$ cat config.mk
export PLATFORM = sky130hd
export DESIGN_NAME = mem_port_arbiter_flat
export DESIGN_NICKNAME = d
export VERILOG_FILES = /design/src/rtl/mem_port_arbiter_pkg.sv /design/src/rtl/mem_port_arbiter_if.sv /design/src/rtl/mem_port_arbiter_pick.sv /design/src/rtl/mem_port_arbiter.sv /design/src/flat_wrapper.sv
export SDC_FILE = /design/constraint.sdc
export NUM_CORES = 1
export LEC_CHECK = 0
export CAP_MARGIN = 5
export CORE_MARGIN = 4
export CORE_UTILIZATION = 45
export DETAILED_ROUTE_END_ITERATION = 10
export DONT_BUFFER_PORTS = 1
export PLACE_DENSITY = 0.7
export RECOVER_POWER = 100
export SYNTH_ARGS = -nofsm -noshare
export SYNTH_HDL_FRONTEND = slang
export SYNTH_SLANG_ARGS = --single-unit
$ cat constraint.sdc
create_clock -name clk -period 2.25 [get_ports clk]
set_clock_uncertainty 0.2 [all_clocks]
set_input_delay 0.5625 -clock clk [delete_from_list [all_inputs] [get_ports clk]]
set_output_delay 0.5625 -clock clk [all_outputs]
set_load 0.03 [all_outputs]
$ cat src/rtl/mem_port_arbiter_pkg.sv
// Shared types and constants for the CPU memory-port arbiter.
// Holds the bus width, the idle-drive constants, the FSM/grantee encodings and the latched request.
package mem_port_arbiter_pkg;

  localparam int               REG_W         = 32;
  localparam logic [REG_W-1:0] ZERO_WORD     = '0;
  localparam logic             CHIP_ENABLE   = 1'b1;
  localparam logic             CHIP_DISABLE  = 1'b0;
  localparam logic             WRITE_ENABLE  = 1'b1;
  localparam logic             WRITE_DISABLE = 1'b0;

  typedef enum logic {ARB_IDLE = 1'b0, ARB_BUSY = 1'b1} arb_state_e;
  typedef enum logic {GNT_IF   = 1'b0, GNT_LS   = 1'b1} arb_gnt_e;

  typedef struct packed {
    logic             we;
    logic [REG_W-1:0] addr;
    logic [REG_W-1:0] data;
    logic [3:0]       sel;
  } mem_req_t;

endpackage

$ cat src/rtl/mem_port_arbiter_if.sv
// Requester and memory-side signals of the arbiter bundled as one interface.
// slave = arbiter side, master = core pipeline / wishbone buffer side.
interface mem_port_arbiter_if;
  import mem_port_arbiter_pkg::*;

  logic             if_req_i;
  logic [REG_W-1:0] if_addr_i;
  logic             if_ack_o;
  logic [REG_W-1:0] if_data_o;
  logic             ls_req_i;
  logic             ls_we_i;
  logic [REG_W-1:0] ls_addr_i;
  logic [REG_W-1:0] ls_data_i;
  logic [3:0]       ls_sel_i;
  logic             ls_ack_o;
  logic [REG_W-1:0] ls_data_o;
  logic             stall_req_o;
  logic             mem_ce_o;
  logic             mem_we_o;
  logic [REG_W-1:0] mem_addr_o;
  logic [REG_W-1:0] mem_data_o;
  logic [3:0]       mem_sel_o;
  logic [REG_W-1:0] mem_data_i;

  modport slave (
    input  if_req_i, if_addr_i, ls_req_i, ls_we_i, ls_addr_i, ls_data_i, ls_sel_i, mem_data_i,
    output if_ack_o, if_data_o, ls_ack_o, ls_data_o, stall_req_o,
           mem_ce_o, mem_we_o, mem_addr_o, mem_data_o, mem_sel_o
  );

  modport master (
    output if_req_i, if_addr_i, ls_req_i, ls_we_i, ls_addr_i, ls_data_i, ls_sel_i, mem_data_i,
    input  if_ack_o, if_data_o, ls_ack_o, ls_data_o, stall_req_o,
           mem_ce_o, mem_we_o, mem_addr_o, mem_data_o, mem_sel_o
  );

endinterface

$ cat src/rtl/mem_port_arbiter_pick.sv
// Combinational priority picker: LS over IF unless the LS streak has hit its limit,
// with an optional requester masked out (the one completing this cycle).
module mem_arb_pick
  import mem_port_arbiter_pkg::*;
#(
  parameter int MAX_LS_STREAK = 4
) (
  input  logic       i_if_req,
  input  logic       i_ls_req,
  input  logic [3:0] i_streak,
  input  logic       i_excl_vld,
  input  arb_gnt_e   i_excl,
  output logic       o_vld,
  output arb_gnt_e   o_gnt
);

  logic w_if, w_ls;

  always_comb begin
    w_if  = i_if_req & ~(i_excl_vld & (i_excl == GNT_IF));
    w_ls  = i_ls_req & ~(i_excl_vld & (i_excl == GNT_LS));
    o_vld = w_if | w_ls;
    if (w_if && (!w_ls || i_streak == 4'(MAX_LS_STREAK))) o_gnt = GNT_IF;
    else                                                  o_gnt = GNT_LS;
  end

endmodule

$ cat src/rtl/mem_port_arbiter.sv
// Shares the single CPU memory port between instruction fetch and load/store,
// holding each access WAIT_CYCLES+1 cycles and stalling the pipeline while requests are open.
module mem_port_arbiter
  import mem_port_arbiter_pkg::*;
#(
  parameter int WAIT_CYCLES   = 0,
  parameter int MAX_LS_STREAK = 4
) (
  input  logic                clk,
  input  logic                rst,
  mem_port_arbiter_if.slave   bus
);

  arb_state_e r_state, w_state_nxt;
  arb_gnt_e   r_gnt, w_pick;
  logic [3:0] r_cnt, r_streak;
  mem_req_t   r_req, w_req_nxt;
  logic       w_busy, w_done, w_pick_vld, w_load;

  assign w_busy = (r_state == ARB_BUSY);
  assign w_done = w_busy && (r_cnt == 4'd0);

  // On the completion edge the served requester still holds req; mask it so it is not regranted.
  mem_arb_pick #(.MAX_LS_STREAK(MAX_LS_STREAK)) u_pick (
    .i_if_req   (bus.if_req_i),
    .i_ls_req   (bus.ls_req_i),
    .i_streak   (r_streak),
    .i_excl_vld (w_done),
    .i_excl     (r_gnt),
    .o_vld      (w_pick_vld),
    .o_gnt      (w_pick)
  );

  always_comb begin
    w_state_nxt = r_state;
    w_load      = 1'b0;
    case (r_state)
      ARB_IDLE: if (w_pick_vld) begin
        w_state_nxt = ARB_BUSY;
        w_load      = 1'b1;
      end
      ARB_BUSY: if (w_done) begin
        if (w_pick_vld) w_load      = 1'b1;
        else            w_state_nxt = ARB_IDLE;
      end
      default: w_state_nxt = ARB_IDLE;
    endcase
  end

  always_comb begin
    w_req_nxt.we   = WRITE_DISABLE;
    w_req_nxt.addr = bus.if_addr_i;
    w_req_nxt.data = ZERO_WORD;
    w_req_nxt.sel  = 4'b1111;
    if (w_pick == GNT_LS) begin
      w_req_nxt.we   = bus.ls_we_i;
      w_req_nxt.addr = bus.ls_addr_i;
      w_req_nxt.data = bus.ls_data_i;
      w_req_nxt.sel  = bus.ls_sel_i;
    end
  end

  always_ff @(posedge clk or negedge rst) begin
    if (!rst) begin
      r_state  <= ARB_IDLE;
      r_gnt    <= GNT_IF;
      r_cnt    <= '0;
      r_streak <= '0;
      r_req    <= '0;
    end else begin
      r_state <= w_state_nxt;
      if (w_load) begin
        r_gnt <= w_pick;
        r_cnt <= 4'(WAIT_CYCLES);
        r_req <= w_req_nxt;
        if (w_pick == GNT_IF)
          r_streak <= '0;
        else if (bus.if_req_i && r_streak != 4'(MAX_LS_STREAK))
          r_streak <= r_streak + 4'd1;
      end else if (w_busy && r_cnt != 4'd0) begin
        r_cnt <= r_cnt - 4'd1;
      end
    end
  end

  assign bus.mem_ce_o    = w_busy ? CHIP_ENABLE : CHIP_DISABLE;
  assign bus.mem_we_o    = (w_busy && r_req.we) ? WRITE_ENABLE : WRITE_DISABLE;
  assign bus.mem_addr_o  = w_busy ? r_req.addr : ZERO_WORD;
  assign bus.mem_data_o  = w_busy ? r_req.data : ZERO_WORD;
  assign bus.mem_sel_o   = w_busy ? r_req.sel  : 4'b0000;

  assign bus.if_ack_o    = w_done && (r_gnt == GNT_IF);
  assign bus.ls_ack_o    = w_done && (r_gnt == GNT_LS);
  assign bus.if_data_o   = bus.if_ack_o ? bus.mem_data_i : ZERO_WORD;
  assign bus.ls_data_o   = (bus.ls_ack_o && !r_req.we) ? bus.mem_data_i : ZERO_WORD;
  assign bus.stall_req_o = (bus.if_req_i & ~bus.if_ack_o) | (bus.ls_req_i & ~bus.ls_ack_o);

endmodule

$ cat src/flat_wrapper.sv
// flat-port wrapper written by rule: the top's interface ports become plain ports
module mem_port_arbiter_flat import mem_port_arbiter_pkg::*;
#(
  parameter int WAIT_CYCLES   = 0,
  parameter int MAX_LS_STREAK = 4
)
  (clk, rst, bus_if_req_i, bus_if_addr_i, bus_ls_req_i, bus_ls_we_i, bus_ls_addr_i, bus_ls_data_i, bus_ls_sel_i, bus_mem_data_i, bus_if_ack_o, bus_if_data_o, bus_ls_ack_o, bus_ls_data_o, bus_stall_req_o, bus_mem_ce_o, bus_mem_we_o, bus_mem_addr_o, bus_mem_data_o, bus_mem_sel_o);
  mem_port_arbiter_if bus_i ();
  input  logic clk;
  input  logic rst;
  input wire logic [$bits(bus_i.if_req_i)-1:0] bus_if_req_i;
  input wire logic [$bits(bus_i.if_addr_i)-1:0] bus_if_addr_i;
  input wire logic [$bits(bus_i.ls_req_i)-1:0] bus_ls_req_i;
  input wire logic [$bits(bus_i.ls_we_i)-1:0] bus_ls_we_i;
  input wire logic [$bits(bus_i.ls_addr_i)-1:0] bus_ls_addr_i;
  input wire logic [$bits(bus_i.ls_data_i)-1:0] bus_ls_data_i;
  input wire logic [$bits(bus_i.ls_sel_i)-1:0] bus_ls_sel_i;
  input wire logic [$bits(bus_i.mem_data_i)-1:0] bus_mem_data_i;
  output wire logic [$bits(bus_i.if_ack_o)-1:0] bus_if_ack_o;
  output wire logic [$bits(bus_i.if_data_o)-1:0] bus_if_data_o;
  output wire logic [$bits(bus_i.ls_ack_o)-1:0] bus_ls_ack_o;
  output wire logic [$bits(bus_i.ls_data_o)-1:0] bus_ls_data_o;
  output wire logic [$bits(bus_i.stall_req_o)-1:0] bus_stall_req_o;
  output wire logic [$bits(bus_i.mem_ce_o)-1:0] bus_mem_ce_o;
  output wire logic [$bits(bus_i.mem_we_o)-1:0] bus_mem_we_o;
  output wire logic [$bits(bus_i.mem_addr_o)-1:0] bus_mem_addr_o;
  output wire logic [$bits(bus_i.mem_data_o)-1:0] bus_mem_data_o;
  output wire logic [$bits(bus_i.mem_sel_o)-1:0] bus_mem_sel_o;
  assign bus_i.if_req_i = bus_if_req_i;
  assign bus_i.if_addr_i = bus_if_addr_i;
  assign bus_i.ls_req_i = bus_ls_req_i;
  assign bus_i.ls_we_i = bus_ls_we_i;
  assign bus_i.ls_addr_i = bus_ls_addr_i;
  assign bus_i.ls_data_i = bus_ls_data_i;
  assign bus_i.ls_sel_i = bus_ls_sel_i;
  assign bus_i.mem_data_i = bus_mem_data_i;
  assign bus_if_ack_o = bus_i.if_ack_o;
  assign bus_if_data_o = bus_i.if_data_o;
  assign bus_ls_ack_o = bus_i.ls_ack_o;
  assign bus_ls_data_o = bus_i.ls_data_o;
  assign bus_stall_req_o = bus_i.stall_req_o;
  assign bus_mem_ce_o = bus_i.mem_ce_o;
  assign bus_mem_we_o = bus_i.mem_we_o;
  assign bus_mem_addr_o = bus_i.mem_addr_o;
  assign bus_mem_data_o = bus_i.mem_data_o;
  assign bus_mem_sel_o = bus_i.mem_sel_o;
  mem_port_arbiter #(.WAIT_CYCLES(WAIT_CYCLES), .MAX_LS_STREAK(MAX_LS_STREAK)) u_core (.clk(clk), .rst(rst), .bus(bus_i));
endmodule
==> results of run 1 <==
-- synthesized netlist by cell type, types with 3 or more instances --
cell type	instances
buf_2	18
inv_1	8
a22o_1	36
o22a_1	5
and3_1	33
nand3_1	3
o21ai_0	3
and2_1	101
buf_6	6
ha_1	3
nand4_1	32
dfrtp_1	79
clkbuf_1	20
a31oi_1	3
nand2_1	68
nor2_1	5
o211ai_1	32
-- metrics by stage --
step	hold WS, ns	power, mW	setup WS, ns	setup TNS (ns)
after floorplan	0.0669	6.80	-0.160	-4.90
after global placement	0.0688	8.33	-0.313	-14.52
after detailed placement	0.0682	8.51	-0.433	-20.29
after CTS	-0.317	10.9	-0.514	-36.21
after global routing	-0.332	12.2	-0.544	-63.72
final	-0.321	11.6	-0.482	-53.47
-- state kept, by name, indices dropped and copies added, names as in the netlist --
| name | count |
|---|---|
| u_core.r_req | 69 |
| u_core.r_streak | 4 |
| u_core.r_cnt | 4 |
| u_core.r_gnt | 1 |
| u_core.r_state | 1 |
-- worst max-delay path by stage --
stage	endpoint	slack, ns	cells after the start
finish	bus_ls_data_o[11]	-0.48	8
global route	bus_ls_data_o[14]	-0.54	8
CTS	bus_ls_data_o[11]	-0.51	8
detailed placement	u_core.r_req[41]	-0.43	6
global placement	u_core.r_req[36]	-0.31	6
floorplan	bus_ls_data_o[10]	-0.16	7
-- cell families (layout without fill, tap and decap cells) --
family	Yosys count	after routing	share of synthesized area
simple gates	252	253	0.314
compound gates	91	92	0.167
flops	79	79	0.441
buf+inv	55	159	0.0620
fa+ha+maj	3	3	0.00838
mux	3	3	0.00698
-- what timing repair did --
item / in CTS / in global routing
setup endpoints to repair: 99 / 169
gates cloned: 10 / 11
pin swaps: 115 / 39
hold endpoints to repair: 79 / 79
buffers inserted: 22 / 10
gates resized for setup: 73 / 52
-- worst max-delay path, stage by stage, from the launching register on --
cell,delay [ns]
dfrtp_1,0.40
inv_2,0.09
ha_4,0.13
nor3b_4,0.18
and3_4,0.21
nor2b_4,0.16
buf_12,0.12
buf_12,0.11
and2_4,0.20
-- final cells by class --
cell class,count,share of cell area
multi-input cells,351,0.414
flip-flops and latches,79,0.302
well taps,133,0.0254
repair buffers,135,0.227
inverters,8,0.00458
clock buffers,14,0.0248
clock inverters,2,0.00229
-- per-layer routing --
| metal | up-vias | global-route usage | share of wire |
|---|---|---|---|
| li1 | 1922 | - | - |
| met1 | 2167 | 0.316 | 0.36 |
| met2 | 347 | 0.443 | 0.49 |
| met3 | 72 | 0.0882 | 0.12 |
| met4 | 0 | 0.0902 | 0.031 |
| met5 | - | 0 | 0 |
-- power by group through the flow --
stage,combinational (mW),sequential [mW],clock (mW)
after detailed placement,6.14,2.37,0
after global placement,5.97,2.36,0
after floorplan,4.49,2.31,0
after CTS,7.54,2.37,0.999
final,8.18,2.43,1.01
after global routing,8.60,2.49,1.08
==> flow_results.org, run 1 <==
** Route
- The count of nets left with antenna violations once routing finished came out at 0.
- Dividing the detail-routed wire length by the instance count gives 23.7 um.
- The routed design has 17100 um of wire.
- DR vias/cell :: approximately 6.2
- Total via count in the routed design :: ~4500
- In this run, the number of DRC markers left after iteration 0 of detailed routing was 560.
- The first TritonRoute pass finished after 8 iterations.
- Number of remaining DRC errors :: 0

** Power and ir drop
- Share of power burned in registers :: 0.209
- For this design the static power due to leakage is 2.90 nW.
- The internal portion of the total power is slightly above 6 mW.
- The share of total power dissipated in the clock network is 0.087.
- Sw Share :: 0.472
- Net Sw Power :: between 5 and 6 mW
- VDD sags by at most 906 uV.
- Power density over the cells :: 1770 mW/mm^2
- The share of total power dissipated in combinational logic is 0.704.

** Place
- Half-perimeter wire length after detailed placement :: 10100 um
- Final weighted congestion in routability-driven placement :: 0.824
- The count of buffers added on input and output ports is 0.
- Cell area after placement :: 0.00534 mm^2
- Once placement completed, the tool counted placed cells totaling 663.

** Synth
- Summed over all instances, the cell type with the most area after synthesis is dfrtp_1.
- Synthesis instantiated 40 different standard cells from the library.
- Post-Syn Instances :: 483
- Yosys printed 0 warnings.
- Synth async-reset ratio :: 1.00
- Number of synthesized register bits :: 79
- Area contributors post-synth :: dfrtp_1 (44%), and2_1 (14%), a22o_1 (7.0%), nand2_1 (5.7%), o211ai_1 (5.4%)
- Of the synthesized area, sequential elements account for 0.441.
- The average instance in the mapped netlist occupies 9.27 um^2.
- Area share of the leading cell type in the synthesized netlist :: 0.441
- In this run, synthesis inferred 0 flip-flops with an integrated enable.
- The most used flip-flop cell after synthesis is dfrtp_1.
- Net count of the mapped netlist :: around 620
- After synthesis the cells add up to 0.00448 mm^2.

** Critical path
- STA classifies the critical path endpoint as a primary output.
- Worst R2R Start :: u_core.r_cnt[1]
- Endpoint of the most critical register-to-register path :: u_core.r_req[58]
- By startpoint and endpoint, the worst setup path is classified as register to primary output.
- Arr. time, crit path :: 1.97 ns
- Startpoint kind of the worst setup timing path :: register
- In this run the worst setup path begins at u_core.r_cnt[1].
- R2r worst-path depth :: 14
- STA puts the critical path data required time at 1.49 ns.
- Register-to-register setup slack :: -0.47 ns
- Of all nets on the critical path, the largest fanout is 12.

** Timing
- Clock period minus final worst setup slack :: 2.73 ns
- Headroom to the max-slew limit came out at 0.538.
- Final Hold Fails :: 79
- Actual slew at the worst max-slew pin :: 0.686 ns
- Once routing completed, OpenROAD measured the worst setup slack at -0.482 ns.
- Period utilisation layout :: 1.21
- Count of endpoints failing setup in the final report :: between 150 and 200
- Derived from the worst setup path, the maximum achievable clock frequency is 0.366 GHz.
- Worst-case hold slack :: -0.321 ns
- Setup repair after global routing could not meet its margin everywhere.
- The number of slew-limit violations in the final report is 0.

** Global route
- Wire length of the first global-routing pass :: 23900 um
- Number of global-route vias before repair :: 4489
- The number of antenna violations at the first check in global routing was 0.
- Maximum number of pins on one net before global-route repair :: 80
- Total global routing overflow :: 0
- GR Util All Layers :: 0.264

** Outcome
- The run finished, with violations left.
- Violations in the final reports :: hold timing, setup timing

** CTS
- Clock slew at reported path FFs :: 0.09 ns
- Buffers inserted during clock tree synthesis total 9.
- Clock Tree Buf Depth :: 2
- # H-tree levels :: 3
- Clock network latency to the later pin of the worst-skew pair :: 0.36 ns
- In this run the clock root is driven by a clkbuf_8.
- TritonCTS built the clock tree.
- The clock drives 79 sinks.

** Job
- Max-cap viol count :: 0

** Final layout
- After routing the design area is 0.00655 mm^2.
- Compared with the post-synthesis result, the final layout area differs by 46.3%.
- Footprint of the multi-input gates :: 0.00271 mm^2
- 0 antenna diodes ended up in the layout.
- Most frequent standard cell in the layout excluding fill and tap cells :: buf_4
- Cell Count, Final, Fillers Out :: 722
- In the final layout, the share of cells above drive strength 1 is 0.457.
- Fillcell total :: 722
- The library cells used most frequently in the layout, excluding fill and tap cells, are buf_4 (80), dfrtp_1 (78), and2_1 (38), nand2_1 (37), a22o_1 (36).
- Net count reported at finish :: approximately 720
- Final Core Density :: 0.673
- Sequential cell area :: 0.00198 mm^2

** Floorplan
- Measured along the x axis, the die boundary spans 108 um.
- Row generation in the floorplan step produced 36 rows.
- The die covers 0.0116 mm^2.
- Boundary pin count :: around 270
- Core Footprint :: 0.00973 mm^2
- Starting density of the core :: 0.460
- The die is 108 um tall.

** Hold path
- Worst hold-check path type :: primary input to asynchronous set/reset pin
Power figures use the tool's default switching activity.
==> run 2: changes to the inputs <==
--- a/config.mk
+++ b/config.mk
@@ -10,7 +10,7 @@
 export CORE_UTILIZATION = 45
 export DETAILED_ROUTE_END_ITERATION = 10
 export DONT_BUFFER_PORTS = 1
-export PLACE_DENSITY = 0.7
+export PLACE_DENSITY = 0.68
 export RECOVER_POWER = 100
 export SYNTH_ARGS = -nofsm -noshare
 export SYNTH_HDL_FRONTEND = slang
==> constraint.sdc (replaced) <==
create_clock -name clk -period 3.1 [get_ports clk]
set_clock_uncertainty 0.2 [all_clocks]
set_input_delay 0.775 -clock clk [delete_from_list [all_inputs] [get_ports clk]]
set_output_delay 0.775 -clock clk [all_outputs]
set_load 0.03 [all_outputs]
==> run 2 against run 1 <==
Against the previous run: the run ends with capacitance limit, slew limit left; design area down 18%; hold slack better by 0.62 ns; worst setup slack better by 0.54 ns; core utilization down 12 points; combinational power down 53%.
==> flow_results.org, run 2 (same netlist as run 1, synthesis figures left out) <==
** Critical path
- Required time of the worst setup path :: 2.12 ns
- Arr. time, crit path :: 2.07 ns
- Critical path class :: register to primary output
- STA classifies the critical path endpoint as a primary output.
- CP max FO :: 8
- STA classifies the critical path startpoint as a register.

** Global route
- Wire length of the first global-routing pass :: roughly 20000 um
- Entering global routing, the biggest net connects 80 pins.
- Number of global-route vias before repair :: 3750
- In the global route stage, overall resource usage came out at 0.216.
- Total global routing overflow :: 0
- The number of antenna violations at the first check in global routing was 0.

** Floorplan
- Area enclosed by the die boundary :: 0.0116 mm^2
- From left edge to right edge, the die measures 108 um.
- For this configuration, the core starts out at a cell density of 0.460.
- The floorplan step set the die height to 108 um.
- Core Footprint :: 0.00973 mm^2
- Boundary pin count :: 274
- The initialized floorplan defines 36 standard-cell rows.

** CTS
- Clock-pin slew was measured on the worst setup and hold paths at about 0.09 ns.
- TritonCTS built the clock tree.
- Cell at the root of the clock tree :: clkbuf_8
- Number of clock buffers inserted by TritonCTS :: 9
- No sink is reached through more buffers than the 2 on the longest clock path.
- In this run the number of H-tree levels came out at 3.
- CTS saw 79 sinks.
- The later pin in the worst-skew pair is clocked with a latency of between 0.3 and 0.4 ns.

** Timing
- Relative slew margins :: -0.292
- Period utilisation layout :: 0.981
- The number of slew-limit violations in the final report is 80.
- The clock period could shrink to 3.04 ns.
- Setup repair after global routing missed its margin :: yes
- In the post-route analysis, the smallest setup slack over all paths is ~0.059 ns.
- Actual slew at the worst max-slew pin :: 1.94 ns
- Setup violations remaining at the end of the flow were counted as 0.
- Final Hold Fails :: 0
- Static timing analysis puts the maximum clock frequency at 0.329 GHz.

** Final layout
- Final Core Density :: 0.555
- Cell Count, Final, Fillers Out :: 667
- In the layout the commonest cells are and2_1 (93), dfrtp_1 (78), nand2_1 (68), buf_4 (60), a22o_1 (36).
- Flip-flop count of the largest register after layout :: 69
- Inserted Diodes :: 0
- The net count of the finished layout is roughly 670.
- Top register by number of flip-flops :: u_core.r_req
- Area growth from synthesis to final layout :: 20.6%
- Largest registers in the final layout :: u_core.r_req: 69 flops, u_core.r_cnt: 4 flops, u_core.r_streak: 4 flops
- Fillcell total :: 860
- Leaving out fill and tap cells, the most frequent cell in the layout is and2_1.
- Of the cells placed in the final design, the portion with a size suffix greater than 1 is 0.225.

** Route
- After detailed routing, the average wire length per cell comes to 19.7 um.
- The final layout contains routed wiring with a total length of 13100 um.
- Total via count in the routed design :: ~3800
- Antenna violation net count after detailed routing :: 0
- For this run, design rule violations remaining after detail routing come to 0.
- After the first detailed-routing iteration, the DRC count stood at 256.
- The first detailed-routing pass ran for 4 iterations.
- Using the TritonRoute via totals, the vias-per-cell ratio works out to about 5.7.

** Place
- Half-perimeter wire length after detailed placement :: 9360 um
- Once placement completed, the tool counted placed cells totaling about 650.
- Routability-driven placement finished with a final weighted congestion of 0.789.
- Prior to clock tree synthesis, the placed netlist has a worst setup slack of 0.324 ns.
- The count of buffers added on input and output ports is 0.

** Job
- Across the run, the number of max-cap violations was 1.

** Outcome
- The run finished, with violations left.
- The checks that failed: capacitance limit, slew limit.

** Power and ir drop
- Dividing total power by cell area gives a power density of 1190 mW/mm^2.
- Summing internal, switching and leakage power gives 6.44 mW.
- Maximum VDD drop :: around 470 uV
- Standby leakage power :: 2.50 nW

** Hold path
- Worst hold-check path type :: register to register
==> run 2: worst paths after layout <==
check	from	end	slack (ns)	cells after the start
setup reg to reg	u_core.r_cnt[0]	u_core.r_req[21]	0.53	6
hold / removal	u_core.r_req[66]	u_core.r_req[66]	0.30	2
setup / recovery	u_core.r_cnt[0]	bus_ls_data_o[10]	0.06	8
hold reg to reg	u_core.r_req[66]	u_core.r_req[66]	0.30	2
min in group asynchronous	rst	u_core.r_req[12]	0.74	1
max in group asynchronous	rst	u_core.r_state	0.72	1
==> run 2: final cells by class <==
class | count | area (um^2) | area share
Sequential cell | 79 | 1980 | 0.366
Tap cell | 133 | 166 | 0.0308
Timing Repair Buffer | 82 | 718 | 0.133
Clock buffer | 9 | 124 | 0.0229
Clock inverter | 7 | 103 | 0.0190
Multi-Input combinational cell | 349 | 2280 | 0.422
Inverter | 8 | 30.0 | 0.00556
==> run 2: worst max-delay path: stages, from the launching register on <==
cell and delay [ns]:
dfrtp_1 0.40, inv_2 0.09, ha_4 0.16, nor3b_4 0.19
and3_4 0.21, nor2b_4 0.20, buf_4 0.18, and2_1 0.13
buf_4 0.15
==> run 2: through the flow <==
step	hold WS (ns)	instance area, um^2	TNS (ns)
after floorplan	0.258	4480	0
after global routing	0.315	5400	-0.302
after CTS	0.123	5300	0
final	0.298	5400	0
after detailed placement	0.281	5010	0
after global placement	0.273	5010	0
==> run 2: power breakdown <==
group          internal (mW)  switching [mW]
Sequential              1.48           0.260
Clock                  0.464           0.404
Combinational           1.23            2.60
Total                   3.17            3.27
==> run 2: repair_timing <==
item / in CTS / in global routing
pin swaps: 0 / 0
hold buffers: 1 / 0
endpoints found under the setup margin: 32 / 64
setup buffers: 0 / 2
hold endpoints to repair: 79 / 0
gates cloned: 2 / 1
gates resized for setup: 7 / 32
==> run 2: metal layers <==
metal	vias to the layer above	GRT usage	wire length [um]
met1	1837	0.289	5490
li1	1793	-	-
met3	12	0.0630	1150
met2	164	0.348	6360
met5	-	0	0
met4	0	0.0442	108
